**config.mk**
```make
export PLATFORM = sky130hd
export DESIGN_NAME = knn_topk_merge_flat
export DESIGN_NICKNAME = d
export VERILOG_FILES = /design/src/rtl/knn_topk_pkg.sv /design/src/rtl/knn_topk_merge_if.sv /design/src/rtl/knn_topk_table.sv /design/src/rtl/knn_topk_merge.sv /design/src/flat_wrapper.sv
export SDC_FILE = /design/constraint.sdc
export NUM_CORES = 1
export LEC_CHECK = 0
export ABC_AREA = 1
export CAP_MARGIN = 5
export CORE_MARGIN = 5
export CORE_UTILIZATION = 41
export DETAILED_ROUTE_END_ITERATION = 8
export PLACE_DENSITY_LB_ADDON = 0.12
export SYNTH_ARGS = -nofsm -noshare
export SYNTH_HDL_FRONTEND = slang
export SYNTH_SLANG_ARGS = --single-unit
```
**constraint.sdc**
```tcl
create_clock -name ap_clk -period 6.3 [get_ports ap_clk]
set_clock_uncertainty 0.1 [all_clocks]
set_input_delay 1.89 -clock ap_clk [delete_from_list [all_inputs] [get_ports ap_clk]]
set_output_delay 1.89 -clock ap_clk [all_outputs]
set_load 0.02 [all_outputs]
```
**src/rtl/knn_topk_pkg.sv**
```systemverilog
// knn_topk_pkg -- definitions shared by the top-K merge block and its bench.
//   state_t        : COLLECT (accept inputs), EMIT (stream table), STATUS (frame trailer)
//   WORD_W         : width of every data word on the ports
//   DIST_W/LABEL_W : default distance / label field widths, word = {distance, label}
//   DIST_EMPTY     : distance value marking an unfilled table entry
//   STATUS_MARKER  : top byte of the optional status trailer word
package knn_topk_pkg;

  typedef enum logic [1:0] {
    ST_COLLECT = 2'd0,
    ST_EMIT    = 2'd1,
    ST_STATUS  = 2'd2
  } state_t;

  localparam int WORD_W      = 32;
  localparam int DIST_W      = 24;
  localparam int LABEL_W     = 8;
  localparam int CNT_W       = 8;
  localparam int FRAME_IDX_W = 16;

  localparam logic [DIST_W-1:0] DIST_EMPTY    = '1;
  localparam logic [7:0]        STATUS_MARKER = 8'hA5;

endpackage

```
**src/rtl/knn_topk_merge_if.sv**
```systemverilog
// knn_topk_merge_if -- bundle of the two candidate input streams and the merged
// result stream (ap_vld/ap_ack handshake, a word moves when both are high).
//   master : environment side (drives inputs and the result ack)
//   slave  : merge block side
interface knn_topk_merge_if;
  import knn_topk_pkg::*;

  logic [WORD_W-1:0] Input_1_V_V;
  logic              Input_1_V_V_ap_vld;
  logic              Input_1_V_V_ap_ack;
  logic [WORD_W-1:0] Input_2_V_V;
  logic              Input_2_V_V_ap_vld;
  logic              Input_2_V_V_ap_ack;
  logic [WORD_W-1:0] Output_1_V_V;
  logic              Output_1_V_V_ap_vld;
  logic              Output_1_V_V_ap_ack;

  modport master (
    output Input_1_V_V, Input_1_V_V_ap_vld, input Input_1_V_V_ap_ack,
    output Input_2_V_V, Input_2_V_V_ap_vld, input Input_2_V_V_ap_ack,
    input  Output_1_V_V, Output_1_V_V_ap_vld, output Output_1_V_V_ap_ack
  );

  modport slave (
    input  Input_1_V_V, Input_1_V_V_ap_vld, output Input_1_V_V_ap_ack,
    input  Input_2_V_V, Input_2_V_V_ap_vld, output Input_2_V_V_ap_ack,
    output Output_1_V_V, Output_1_V_V_ap_vld, input Output_1_V_V_ap_ack
  );

endinterface

```
**src/rtl/knn_topk_table.sv**
```systemverilog
// knn_topk_table -- K-entry table kept sorted ascending by distance.
//   clk, rst_n          : clock, synchronous active-low reset (table emptied)
//   clr                 : empty the table (takes priority over insert)
//   ins_en/ins_dist/ins_label : candidate to insert; visible next cycle
//   rd_idx -> rd_dist/rd_label : combinational indexed read
// Insert uses strict less-than, so an equal distance lands behind the entries
// already present and a candidate not below the last entry is dropped.
module knn_topk_table
  import knn_topk_pkg::*;
#(
  parameter int K          = 3,
  parameter int DIST_BITS  = DIST_W,
  parameter int LABEL_BITS = LABEL_W,
  parameter int IDX_W      = (K > 1) ? $clog2(K) : 1
) (
  input  logic                  clk,
  input  logic                  rst_n,
  input  logic                  clr,
  input  logic                  ins_en,
  input  logic [DIST_BITS-1:0]  ins_dist,
  input  logic [LABEL_BITS-1:0] ins_label,
  input  logic [IDX_W-1:0]      rd_idx,
  output logic [DIST_BITS-1:0]  rd_dist,
  output logic [LABEL_BITS-1:0] rd_label
);

  localparam logic [DIST_BITS-1:0] EMPTY_D = '1;

  logic [DIST_BITS-1:0]  dist_q  [K];
  logic [DIST_BITS-1:0]  dist_d  [K];
  logic [LABEL_BITS-1:0] label_q [K];
  logic [LABEL_BITS-1:0] label_d [K];
  logic [K-1:0]          lt;

  always_comb begin
    for (int i = 0; i < K; i++) begin
      lt[i]      = ins_dist < dist_q[i];
      dist_d[i]  = dist_q[i];
      label_d[i] = label_q[i];
    end
    if (clr) begin
      for (int i = 0; i < K; i++) begin
        dist_d[i]  = EMPTY_D;
        label_d[i] = '0;
      end
    end else if (ins_en) begin
      // lt is monotonic over a sorted table: the first set bit is the insert
      // slot, every later set bit takes its upper neighbour's old entry.
      if (lt[0]) begin
        dist_d[0]  = ins_dist;
        label_d[0] = ins_label;
      end
      for (int i = 1; i < K; i++) begin
        if (lt[i]) begin
          if (lt[i-1]) begin
            dist_d[i]  = dist_q[i-1];
            label_d[i] = label_q[i-1];
          end else begin
            dist_d[i]  = ins_dist;
            label_d[i] = ins_label;
          end
        end
      end
    end
  end

  always_ff @(posedge clk) begin
    if (!rst_n) begin
      for (int i = 0; i < K; i++) begin
        dist_q[i]  <= EMPTY_D;
        label_q[i] <= '0;
      end
    end else begin
      for (int i = 0; i < K; i++) begin
        dist_q[i]  <= dist_d[i];
        label_q[i] <= label_d[i];
      end
    end
  end

  always_comb begin
    rd_dist  = EMPTY_D;
    rd_label = '0;
    if (32'(rd_idx) < K) begin
      rd_dist  = dist_q[rd_idx];
      rd_label = label_q[rd_idx];
    end
  end

endmodule

```
**src/rtl/knn_topk_merge.sv**
```systemverilog
// knn_topk_merge -- merges two candidate streams into the K nearest per frame.
//   ap_clk   : clock
//   ap_rst_n : synchronous active-low reset
//   bus      : knn_topk_merge_if.slave -- Input_1/Input_2 candidate streams
//              {distance, label}, Output_1 merged result stream
// Each frame takes FRAME_LEN words from each input (one word per cycle overall,
// round-robin when both are offered), then streams table entries 0..K-1.
// Optional feature, macro KNN_TOPK_STATUS_EN: a trailer word
// {8'hA5, 16-bit frame index, 8-bit K} follows each frame's results.
module knn_topk_merge
  import knn_topk_pkg::*;
#(
  parameter int K          = 3,
  parameter int FRAME_LEN  = 64,
  parameter int DIST_BITS  = DIST_W,
  parameter int LABEL_BITS = LABEL_W
) (
  input  logic            ap_clk,
  input  logic            ap_rst_n,
  knn_topk_merge_if.slave bus
);

  localparam int IDX_W = (K > 1) ? $clog2(K) : 1;
  localparam int W     = DIST_BITS + LABEL_BITS;
  localparam logic [CNT_W-1:0] FL_C     = CNT_W'(FRAME_LEN);
  localparam logic [IDX_W-1:0] LAST_IDX = IDX_W'(K - 1);

  state_t           state_q, state_d;
  logic [CNT_W-1:0] cnt1_q, cnt1_d, cnt2_q, cnt2_d;
  logic             grant2_q, grant2_d;  // 1: Input_2 wins a tie next
  logic [IDX_W-1:0] idx_q, idx_d;
`ifdef KNN_TOPK_STATUS_EN
  logic [FRAME_IDX_W-1:0] frame_idx_q, frame_idx_d;
`endif

  logic                  elig1, elig2, take1, take2;
  logic                  tbl_clr, ins_en;
  logic [DIST_BITS-1:0]  ins_dist, rd_dist;
  logic [LABEL_BITS-1:0] ins_label, rd_label;
  logic [WORD_W-1:0]     out_data;
  logic                  out_vld;

  knn_topk_table #(
    .K(K), .DIST_BITS(DIST_BITS), .LABEL_BITS(LABEL_BITS), .IDX_W(IDX_W)
  ) u_table (
    .clk(ap_clk), .rst_n(ap_rst_n), .clr(tbl_clr),
    .ins_en(ins_en), .ins_dist(ins_dist), .ins_label(ins_label),
    .rd_idx(idx_q), .rd_dist(rd_dist), .rd_label(rd_label)
  );

  always_comb begin
    state_d   = state_q;
    cnt1_d    = cnt1_q;
    cnt2_d    = cnt2_q;
    grant2_d  = grant2_q;
    idx_d     = idx_q;
`ifdef KNN_TOPK_STATUS_EN
    frame_idx_d = frame_idx_q;
`endif
    take1     = 1'b0;
    take2     = 1'b0;
    tbl_clr   = 1'b0;
    ins_en    = 1'b0;
    ins_dist  = bus.Input_1_V_V[W-1:LABEL_BITS];
    ins_label = bus.Input_1_V_V[LABEL_BITS-1:0];
    out_data  = '0;
    out_vld   = 1'b0;

    elig1 = bus.Input_1_V_V_ap_vld && (cnt1_q != FL_C);
    elig2 = bus.Input_2_V_V_ap_vld && (cnt2_q != FL_C);

    case (state_q)
      ST_COLLECT: begin
        if (elig1 && (!elig2 || !grant2_q)) begin
          take1 = 1'b1;
        end else if (elig2) begin
          take2 = 1'b1;
        end
        // Priority passes to the other port after every accepted word.
        if (take1) begin
          cnt1_d   = cnt1_q + 1'b1;
          grant2_d = 1'b1;
          ins_en   = 1'b1;
        end
        if (take2) begin
          cnt2_d    = cnt2_q + 1'b1;
          grant2_d  = 1'b0;
          ins_en    = 1'b1;
          ins_dist  = bus.Input_2_V_V[W-1:LABEL_BITS];
          ins_label = bus.Input_2_V_V[LABEL_BITS-1:0];
        end
        if ((cnt1_q == FL_C) && (cnt2_q == FL_C)) begin
          state_d = ST_EMIT;
          idx_d   = '0;
        end
      end

      ST_EMIT: begin
        out_vld  = 1'b1;
        out_data = WORD_W'({rd_dist, rd_label});
        if (bus.Output_1_V_V_ap_ack) begin
          if (idx_q == LAST_IDX) begin
`ifdef KNN_TOPK_STATUS_EN
            state_d = ST_STATUS;
`else
            state_d  = ST_COLLECT;
            tbl_clr  = 1'b1;
            cnt1_d   = '0;
            cnt2_d   = '0;
            grant2_d = 1'b0;
            idx_d    = '0;
`endif
          end else begin
            idx_d = idx_q + 1'b1;
          end
        end
      end

      ST_STATUS: begin
`ifdef KNN_TOPK_STATUS_EN
        out_vld  = 1'b1;
        out_data = {STATUS_MARKER, frame_idx_q, 8'(K)};
        if (bus.Output_1_V_V_ap_ack) begin
          frame_idx_d = frame_idx_q + 1'b1;
          state_d     = ST_COLLECT;
          tbl_clr     = 1'b1;
          cnt1_d      = '0;
          cnt2_d      = '0;
          grant2_d    = 1'b0;
          idx_d       = '0;
        end
`else
        state_d = ST_COLLECT;
`endif
      end

      default: state_d = ST_COLLECT;
    endcase
  end

  // Acks are gated by reset so no word is consumed while reset is held.
  assign bus.Input_1_V_V_ap_ack  = take1 && ap_rst_n;
  assign bus.Input_2_V_V_ap_ack  = take2 && ap_rst_n;
  assign bus.Output_1_V_V        = out_data;
  assign bus.Output_1_V_V_ap_vld = out_vld;

  always_ff @(posedge ap_clk) begin
    if (!ap_rst_n) begin
      state_q  <= ST_COLLECT;
      cnt1_q   <= '0;
      cnt2_q   <= '0;
      grant2_q <= 1'b0;
      idx_q    <= '0;
`ifdef KNN_TOPK_STATUS_EN
      frame_idx_q <= '0;
`endif
    end else begin
      state_q  <= state_d;
      cnt1_q   <= cnt1_d;
      cnt2_q   <= cnt2_d;
      grant2_q <= grant2_d;
      idx_q    <= idx_d;
`ifdef KNN_TOPK_STATUS_EN
      frame_idx_q <= frame_idx_d;
`endif
    end
  end

endmodule
```
**src/flat_wrapper.sv**
```systemverilog
// flat-port wrapper written by rule: the top's interface ports become plain ports
module knn_topk_merge_flat import knn_topk_pkg::*;
#(
  parameter int K          = 3,
  parameter int FRAME_LEN  = 64,
  parameter int DIST_BITS  = DIST_W,
  parameter int LABEL_BITS = LABEL_W
)
  (ap_clk, ap_rst_n, bus_Input_1_V_V, bus_Input_1_V_V_ap_vld, bus_Input_1_V_V_ap_ack, bus_Input_2_V_V, bus_Input_2_V_V_ap_vld, bus_Input_2_V_V_ap_ack, bus_Output_1_V_V, bus_Output_1_V_V_ap_vld, bus_Output_1_V_V_ap_ack);
  knn_topk_merge_if bus_i ();
  input  logic ap_clk;
  input  logic ap_rst_n;
  input wire logic [$bits(bus_i.Input_1_V_V)-1:0] bus_Input_1_V_V;
  input wire logic [$bits(bus_i.Input_1_V_V_ap_vld)-1:0] bus_Input_1_V_V_ap_vld;
  output wire logic [$bits(bus_i.Input_1_V_V_ap_ack)-1:0] bus_Input_1_V_V_ap_ack;
  input wire logic [$bits(bus_i.Input_2_V_V)-1:0] bus_Input_2_V_V;
  input wire logic [$bits(bus_i.Input_2_V_V_ap_vld)-1:0] bus_Input_2_V_V_ap_vld;
  output wire logic [$bits(bus_i.Input_2_V_V_ap_ack)-1:0] bus_Input_2_V_V_ap_ack;
  output wire logic [$bits(bus_i.Output_1_V_V)-1:0] bus_Output_1_V_V;
  output wire logic [$bits(bus_i.Output_1_V_V_ap_vld)-1:0] bus_Output_1_V_V_ap_vld;
  input wire logic [$bits(bus_i.Output_1_V_V_ap_ack)-1:0] bus_Output_1_V_V_ap_ack;
  assign bus_i.Input_1_V_V = bus_Input_1_V_V;
  assign bus_i.Input_1_V_V_ap_vld = bus_Input_1_V_V_ap_vld;
  assign bus_Input_1_V_V_ap_ack = bus_i.Input_1_V_V_ap_ack;
  assign bus_i.Input_2_V_V = bus_Input_2_V_V;
  assign bus_i.Input_2_V_V_ap_vld = bus_Input_2_V_V_ap_vld;
  assign bus_Input_2_V_V_ap_ack = bus_i.Input_2_V_V_ap_ack;
  assign bus_Output_1_V_V = bus_i.Output_1_V_V;
  assign bus_Output_1_V_V_ap_vld = bus_i.Output_1_V_V_ap_vld;
  assign bus_i.Output_1_V_V_ap_ack = bus_Output_1_V_V_ap_ack;
  knn_topk_merge #(.K(K), .FRAME_LEN(FRAME_LEN), .DIST_BITS(DIST_BITS), .LABEL_BITS(LABEL_BITS)) u_core (.ap_clk(ap_clk), .ap_rst_n(ap_rst_n), .bus(bus_i));
endmodule
```
Word-level counts from Yosys, hierarchy flattened
Memory sizes are Yosys's and may differ from the RTL's. A register that Yosys moved wholly into a read port is not among the register bits.
Cells that the tools add are included.
Widths: inputs -> output; s select.
Storage, ports and cells
  flip-flop bits (word level): 21
  latch bits: 0
  bits in writable memories: 96
  ROM bits: 0
  bits of input ports: 69
  output and inout bits: 35
  logic and storage cells: 117
  memories kept: 2
Memory list
  u_core.u_table.dist_q: words 3, width 24, read ports 4, clocked after Yosys merged registers in 1, write ports 3, line knn_topk_table.sv:29  | logic [DIST_BITS-1:0] dist_q [K];
  u_core.u_table.label_q: words 3, width 8, read ports 3, clocked after Yosys merged registers in 1, write ports 3, line knn_topk_table.sv:31  | logic [LABEL_BITS-1:0] label_q [K];
Operators by class
  add/sub/neg operators: 3
  multipliers: 0
  div/mod/pow operators: 0
  order comparisons: 4
  eq/ne operators: 14
  shifts and indexed selects: 0
  multiplexer cells: 66
  bitwise gates (word level): 6
  reductions and logical operators: 17
Operators with widths (count)
  $mux 24: 13
  $mux 72: 2
  $mux 8: 15
  $lt 24x24->1: 3
  $mux 32: 1
  $pmux 8 s2: 2
  $mux 1: 20
  $mux 2: 10
  $add 8x1->8 const B: 2
  $eq 8x7->1 const B: 2
  $ne 8x7->1 const B: 2
  $reduce_and 4->1: 3
  $reduce_and 3->1: 3
  $ne 2x2->1 const B: 4
  $pmux 2 s2: 2
  $logic_and 1x1->1: 6
  $ne 3x3->1 const B: 2
  $or 1x1->1: 6
  $ne 2x1->1 const B: 2
  $add 2x1->2 const B: 1
  $eq 2x1->1 const B: 1
  $eq 2x2->1 const B: 1
  $logic_not 1->1: 2
  $logic_not 2->1: 1
  other kinds (4): 4

Logic depth before layout (Yosys ltp)
Gate-level depths: netlist (run 1).
  depth in word-level cells: 15
  mapped depth: 27
  mapped depth without buffers: 23

By module
Synthesis (run 1) repeated with hierarchy kept, for this count alone.
Second synthesis, totals
  cell total of the unflattened synthesis: 1385
  area total of the unflattened synthesis: 8777.2 µm²
Modules (own cells, without submodules)
  knn_topk_table: instances 1, cells each 1028, area an instance 6851.6 µm², seq. area each 2162.1 µm²
  knn_topk_merge: instances 1, cells each 357, area an instance 1925.6 µm², seq. area each 400.4 µm²

Worst setup path after synthesis (run 1)
OpenSTA, ideal clock, no wires.
  path type: in2reg
  start point: input bus_Input_2_V_V_ap_vld
  end point: memory u_core.u_table.label_q[1][0] (netlist name) (enable)
  library setup time: 0.329 ns
  data arrival time: 4.558 ns
  required time: 5.871 ns
  setup slack: 1.313 ns
  stages: 18
  buffers on the path: 4
  cells stage by stage: nand2_2 nor2_4 nand2_2 buf_4 inv_2 buf_6 buf_2 o21ai_0 ha_1 a21oi_1 nor2_1 a211oi_1 o221a_2 nor2_1 nor2_2 nand3_4 buf_6 nand2_1
RTL lines
  start, declared: line flat_wrapper.sv:17  | input wire logic [$bits(bus_i.Input_2_V_V_ap_vld)-1:0] bus_Input_2_V_V_ap_vld;
  end, declared: line knn_topk_table.sv:31

==> reports/results.ini, run 1 <==
[power]
worst_ir_drop_vdd_mv = 0.179
comb_power_share_pct = 33.1
power_leakage_nw = 5.01
power.switching_mw = 1.10
p_int_mw = 1.92
power.share.clock_pct = 33.0
power_density_nw_per_um2 = 297
seq_power_share_pct = 33.8
post-layout-total-power_mw = 3.02
p_sw_share_pct = 36.3

[worst_hold_path]
worstHoldStart = u_core.cnt2_q[7]
holdCritPathClass = reg2reg
hold-path-endpoint = u_core.cnt2_q[7]
hold_path_depth = 1

[layout]
final_nets = 1449
num-fill-cells = 2067
final-instance-count-excl-fill = 1590
final_core_util_pct = 50.8
synthToLayoutAreaGrowth_pct = 22.8
drive_above_1_share_pct = 7.73
number_of_antenna_diodes = 0

[placement]
port-buffer-count = 103
place.detailed.instances = 1558
finalWeightedCongestion = 0.883
dp_hpwl_mm = 17.9

[logic_synthesis]
synthDominantCellAreaShare_pct = 22.7
netlist_top_cells_count = 254 x nand2_1, 170 x inv_1, 138 x nand3_1, 114 x a21oi_1, 94 x dfxtp_1
post-synth-top-area-cell = dfxtp_1
synth-main-ff-cell = dfxtp_1
synth-edff-count = 24
synth.area.top_cells = dfxtp_1 23%, nand2_1 12%, ha_1 11%
netlist_instances = 1221
seq_area_frac_synth_pct = 31.4
synth_most_common_cell = nand2_1
synth_seq_cells = 118
yosysUniqueCellTypes = 39
ys.warnings.count = 0
synthesized_area_sq_um = 8280
asyncSetResetFlopFracSynth_pct = 0
syn-num-nets = 1363
syn-mean-instance-area_sq_um = 6.78

[timing]
rsz0062_at_grt = no
hold_violations = 0
slew_viol_final = 0
timing.final.crit_share_pct = 90.4
min_period_ns = 5.70
max_slew.worst_pin.slew_ns = 0.918
highest_clock_rate_mhz = 176
totalNegativeSetupSlack_ns = 0
setup_viol_count_final = 0
slew-limit-headroom_pct = 38.7

[routing]
dr.pass1.iters = 5
drt-initial-drc-count = 494
num_vias = 8370
detail_route.vias_per_cell = 5.26
remaining_drc_errors = 0
mean_routed_wirelength_per_cell_microns = 16.3
detail-route-antenna-nets = 0
wl_mm = 26.0

[global_route]
grt_first_pass_wirelength_mm = 42.4
gr-total-overflow = 0
grt_pass1_vias = 8168
number_of_antenna_violations_at_the_first_check_in_global_routing = 0
grt_start_max_net_pins = 53
track_usage_pct = 22.2

[floorplanning]
pin_count = 104
rows = 52
fp.dieArea_sq_um = 23100
placeableCoreArea_sq_um = 20000
die_height_microns = 152
initial_core_util_pct = 41.3
die_x_microns = 152

[setup_path]
worst_r2r_endpoint = u_core.u_table.label_q[2][0]
worst-path-max-fanout = 23
worstPathArrival_ns = 5.88
crit_path_end_kind = register
timing_worst_setup_path_type = in2reg
start_kind = input pin
r2r_setup_slack_ns = 1.70
worst_ep_required_time_ns = 6.48
worst_r2r_path_depth = 20
worstReg2RegStart = u_core.cnt1_q[0]

[clock_network]
clock_tree.buffer_depth = 2
cts_setup_buffers = 0
tritoncts_clock_tree = done
cts-root-buf = clkbuf_16
clk_pin_slew_worst_paths_ns = 0.06
cts_inserted_buffers = 17
post_cts_resize_count = 0
clock_tree.htree_level_count = 4
cts_num_sinks = 118
cts.hold.buffers_added = 0
source_to_sink_clock_delay_at_the_later_pin_of_the_worst_skew_pair_ns = 0.42

[run_status]
outcome = completed

[flow_run]
max-cap-violations = 0

==> cells by family after synthesis <==
group	synth area share, %
AND/OR/NAND/NOR	28.4
AO/OA/AOI/OAI	16.7
flip-flops	31.4
buffers and inverters	12.4
adder cells (fa/ha/maj)	11.0
==> placed cells by master (no fill, tap or decap), types with 26 or more instances in the layout <==
cell / netlist / final
a21oi_1: 114 / 114
a31oi_1: 26 / 26
buf_4: 5 / 34
clkdlybuf4s50_1: 0 / 103
dfxtp_1: 94 / 93
ha_1: 73 / 73
inv_1: 170 / 170
nand2_1: 254 / 253
nand3_1: 138 / 138
nand4_1: 33 / 33
nor2_1: 65 / 64
o21ai_0: 72 / 72
==> power by group through the flow <==
stage / clock, mW / sequential, mW / combinational, mW
after floorplan: 0 / 1.01 / 0.723
after global placement: 0 / 1.03 / 0.983
after detailed placement: 0 / 1.03 / 0.993
after CTS: 1.01 / 1.02 / 0.999
after global routing: 1.05 / 1.04 / 1.14
final: 0.998 / 1.02 / 1.00
==> state kept, by name (all words and copies together) (netlist names), named ones only <==
signal	count
u_core.state_q	1
u_core.cnt1_q	8
u_core.idx_q	2
u_core.u_table.dist_q	72
u_core.u_table.label_q	24
u_core.cnt2_q	8
u_core.grant2_q	1
==> stage by stage <==
stage	setup slack, ns	cell area [sq um]	hold WS [ns]
2_1_floorplan	1.31	8280	0.322
3_3_place_gp	0.256	9570	0.337
3_5_place_dp	0.256	9570	0.342
4_1_cts	0.678	10200	0.350
5_1_grt	0.243	10200	0.370
6_report	0.602	10200	0.348
==> final cells by class <==
type                            instances  area [sq um]  area share [%]
Tap cell                              270           338            3.32
Timing Repair Buffer                  137          1290            12.6
Inverter                              181           682            6.70
Clock buffer                           18           439            4.32
Multi-Input combinational cell        852          4660            45.8
Sequential cell                       118          2600            25.6
Clock inverter                         14           159            1.56
==> metal layers <==
layer | track usage (%) | share of wire, %
met5 | 0 | 0
met4 | 6.76 | 2.0
met3 | 4.64 | 5.5
met2 | 37.4 | 48
met1 | 28.8 | 45
==> critical path, stage by stage <==
cell             delay [ns]
clkdlybuf4s50_1        0.48
nand3b_1               0.12
nand2_2                0.11
inv_2                  0.19
o21ai_0                0.64
ha_1                   0.37
nand2_1                0.13
nor2_1                 0.06
a211oi_1               0.26
o221a_2                0.25
nor2_1                 0.05
nor2_2                 0.36
nand2_2                0.42
inv_1                  0.34
nor2_1                 0.06
nor2_1                 0.11
==> worst max-delay path by stage <==
| stage | endpoint | slack [ns] | startpoint | cells after the start |
|---|---|---|---|---|
| floorplan | u_core.u_table.label_q[1][0] | 1.31 | bus_Input_2_V_V_ap_vld | 18 |
| global placement | u_core.u_table.label_q[1][6] | 0.26 | bus_Input_2_V_V_ap_vld | 18 |
| detailed placement | u_core.u_table.label_q[2][0] | 0.26 | bus_Input_2_V_V_ap_vld | 18 |
| CTS | u_core.u_table.label_q[2][0] | 0.68 | bus_Input_2_V_V_ap_vld | 18 |
| global route | u_core.u_table.label_q[2][1] | 0.24 | bus_Input_2_V_V_ap_vld | 18 |
| finish | u_core.u_table.label_q[2][0] | 0.60 | bus_Input_1_V_V_ap_vld | 16 |
(Power assumes the default switching activity.)
==> run 2: changes to the inputs <==
--- a/config.mk
+++ b/config.mk
@@ -7,6 +7,7 @@
 export LEC_CHECK = 0
 export ABC_AREA = 1
 export CAP_MARGIN = 5
+export CORE_ASPECT_RATIO = 1.25
 export CORE_MARGIN = 5
 export CORE_UTILIZATION = 41
 export DETAILED_ROUTE_END_ITERATION = 8
==> constraint.sdc (replaced) <==
create_clock -name ap_clk -period 6.7 [get_ports ap_clk]
set_clock_uncertainty 0.1 [all_clocks]
set_input_delay 2.01 -clock ap_clk [delete_from_list [all_inputs] [get_ports ap_clk]]
set_output_delay 2.01 -clock ap_clk [all_outputs]
set_load 0.02 [all_outputs]
==> reports/results.ini, run 2 (synthesis results as in run 1) <==
[setup_path]
crit_top_cell = nor2_1  ; unchanged
start_kind = input pin  ; unchanged
critical_path_buf_inv_count = 4  ; was 3
timing.critical_path.max_delay_family = simple AND/OR/NAND/NOR gates  ; unchanged
worst_r2r_path_depth = 20  ; unchanged
worstPathArrival_ns = 5.96  ; was 5.88 ns
worst-path-max-fanout = 29  ; was 23
critical_path.max_stage_delay_ns = 0.49  ; was 0.64 ns
instance_count_on_the_critical_path = 17  ; was 16
worst_ep_required_time_ns = 6.77  ; was 6.48 ns
critical_path.slowest_cell = clkdlybuf4s50_1  ; was o21ai_0
crit_path_end_kind = register  ; unchanged
cp_cell_sequence = clkdlybuf4s50_1 > nand3b_1 > nand2_2 > inv_2 > buf_4 > nand2_1 > o21ai_0 > ha_1 > nand2_1 > nor2_1 > nand4_1 > nor4_1 > nand2_4 > nand2_2 > inv_1 > nor2_1 > nor2_1  ; was clkdlybuf4s50_1 > nand3b_1 > nand2_2 > inv_2 > o21ai_0 > ha_1 > nand2_1 > nor2_1 > a211oi_1 > o221a_2 > nor2_1 > nor2_2 > nand2_2 > inv_1 > nor2_1 > nor2_1
timing_worst_setup_path_type = in2reg  ; unchanged

[clock_network]
post_cts_resize_count = 0  ; unchanged
cts-root-buf = clkbuf_16  ; unchanged
cts_setup_buffers = 0  ; unchanged
cts.hold.buffers_added = 0  ; unchanged
clock_tree.htree_level_count = 4  ; unchanged
cts_num_sinks = 118  ; unchanged
source_to_sink_clock_delay_at_the_later_pin_of_the_worst_skew_pair_ns = 0.42  ; about the same
clock_tree.buffer_depth = 2  ; unchanged
clk_pin_slew_worst_paths_ns = 0.06  ; about the same
tritoncts_clock_tree = done  ; unchanged
cts_inserted_buffers = 17  ; unchanged

[layout]
largest_register_ffs = 72  ; unchanged
most-common-layout-cells = 253 x nand2_1, 170 x inv_1, 138 x nand3_1, 114 x a21oi_1, 103 x clkdlybuf4s50_1  ; unchanged
synthToLayoutAreaGrowth_pct = 22.9  ; was 22.8%
finalInstanceArea_sq_um = 10200  ; about the same
most_common_cell_after_layout_fill_and_taps_aside = nand2_1  ; unchanged
num-fill-cells = 2054  ; was 2,067
final_nets = 1452  ; was 1,449
drive_above_1_share_pct = 8.09  ; was 7.73%
reg_top3 = u_core.u_table.dist_q (72), u_core.u_table.label_q (24)  ; unchanged
largest_register = u_core.u_table.dist_q  ; unchanged
number_of_antenna_diodes = 0  ; unchanged

[routing]
detail_route.vias_per_cell = 5.35  ; was 5.26
detail-route-antenna-nets = 0  ; unchanged
num_vias = 8530  ; was 8,370
wl_mm = 26.3  ; was 26.0 mm
drt-initial-drc-count = 552  ; was 494
remaining_drc_errors = 0  ; unchanged
mean_routed_wirelength_per_cell_microns = 16.5  ; was 16.3 microns
dr.pass1.iters = 6  ; was 5

[placement]
preCtsSetupSlack_ns = 0.407  ; was 0.256 ns
postPlaceCellArea_sq_um = 9610  ; was 9570 sq um
port-buffer-count = 103  ; unchanged
dp_hpwl_mm = 17.8  ; was 17.9 mm
finalWeightedCongestion = 0.852  ; was 0.883

[global_route]
number_of_antenna_violations_at_the_first_check_in_global_routing = 0  ; unchanged
grt_pass1_vias = 7996  ; was 8,168
gr-total-overflow = 0  ; unchanged
grt_first_pass_wirelength_mm = 41.9  ; was 42.4 mm
track_usage_pct = 22.7  ; was 22.2%
grt_start_max_net_pins = 57  ; was 53

[floorplanning]
placeableCoreArea_sq_um = 20000  ; about the same
rows = 58  ; was 52
pin_count = 104  ; unchanged
fp.dieArea_sq_um = 23200  ; was 23,100 sq um
die_height_microns = 169  ; was 152 microns
die_x_microns = 137  ; was 152 microns
initial_core_util_pct = 41.3  ; about the same

[timing]
slew_viol_final = 0  ; unchanged
slew-limit-headroom_pct = 43.1  ; was 38.7%
highest_clock_rate_mhz = 170
totalNegativeSetupSlack_ns = 0  ; unchanged
hold_violations = 0  ; unchanged
setup_viol_count_final = 0  ; unchanged
rsz0062_at_grt = no  ; unchanged
timing.final.crit_share_pct = 87.9
setup_ws_ns = 0.813  ; was 0.602 ns
max_slew.worst_pin.slew_ns = 0.851  ; was 0.918 ns
min_period_ns = 5.89

[run_status]
outcome = completed  ; unchanged

[power]
worst_ir_drop_vdd_mv = 0.226  ; was 0.179 mV
power_leakage_nw = 5.02  ; was 5.01 nW
power_density_nw_per_um2 = 275  ; was 297 nW/um^2

[flow_run]
max-cap-violations = 0  ; unchanged

[worst_hold_path]
hold_path_depth = 2  ; was 1
holdCritPathClass = reg2reg  ; unchanged

run 2: cell count changes in the layout (fill, tap and decap cells not counted), sizes merged:
cell    delta
clkinv     -2
inv        +4
buf        +3
clkbuf     +1
bufinv     -3
run 2: per-stage QoR:
step           utilization [%]  hold WS (ns)  total power, mW  std cells
5_1_grt                   50.8         0.374             2.99       1593
3_5_place_dp              48.0         0.343             1.92       1561
2_1_floorplan                -         0.322             1.63       1221
6_report                  50.8         0.356             2.80       1593
4_1_cts                   50.8         0.358             2.81       1593
3_3_place_gp              48.0         0.337             1.91       1561
run 2: area by class of cell:
cell class,instances,area (sq um),area share (%)
multi-input combinational,852,4660,45.8
sequential,118,2600,25.6
timing repair buffer,140,1320,13.0
inverter,181,682,6.70
clock buffer,19,475,4.67
tap,270,338,3.32
clock inverter,13,92.6,0.910
run 2: power breakdown:
part | total, mW | internal [mW] | leakage [nW] | switching (mW)
combinational | 0.961 | 0.355 | 3.70 | 0.605
clock | 0.881 | 0.518 | 0.273 | 0.362
sequential | 0.958 | 0.875 | 1.04 | 0.0832
run 2: worst paths after layout:
kind,start,to,slack [ns]
max reg2reg,u_core.cnt2_q[0],u_core.u_table.label_q[2][2],2.03
max,bus_Input_1_V_V_ap_vld,u_core.u_table.label_q[2][2],0.81
min reg2reg,u_core.u_table.dist_q[0][21],u_core.u_table.dist_q[0][21],0.36
min,u_core.u_table.dist_q[0][21],u_core.u_table.dist_q[0][21],0.36
run 2: per-layer routing:
layer | up-vias | global-route usage (%) | wire length, microns
li1 | 4272 | - | -
met4 | 0 | 5.95 | 309
met2 | 288 | 39.4 | 13100
met5 | - | 0 | 0
met3 | 24 | 3.60 | 1530
met1 | 3946 | 29.3 | 11400
run 2: worst min-delay path: stages, from the launching register on:
cell and delay, ns:
dfxtp_1 0.32, nand2_1 0.05, nand3_1 0.05
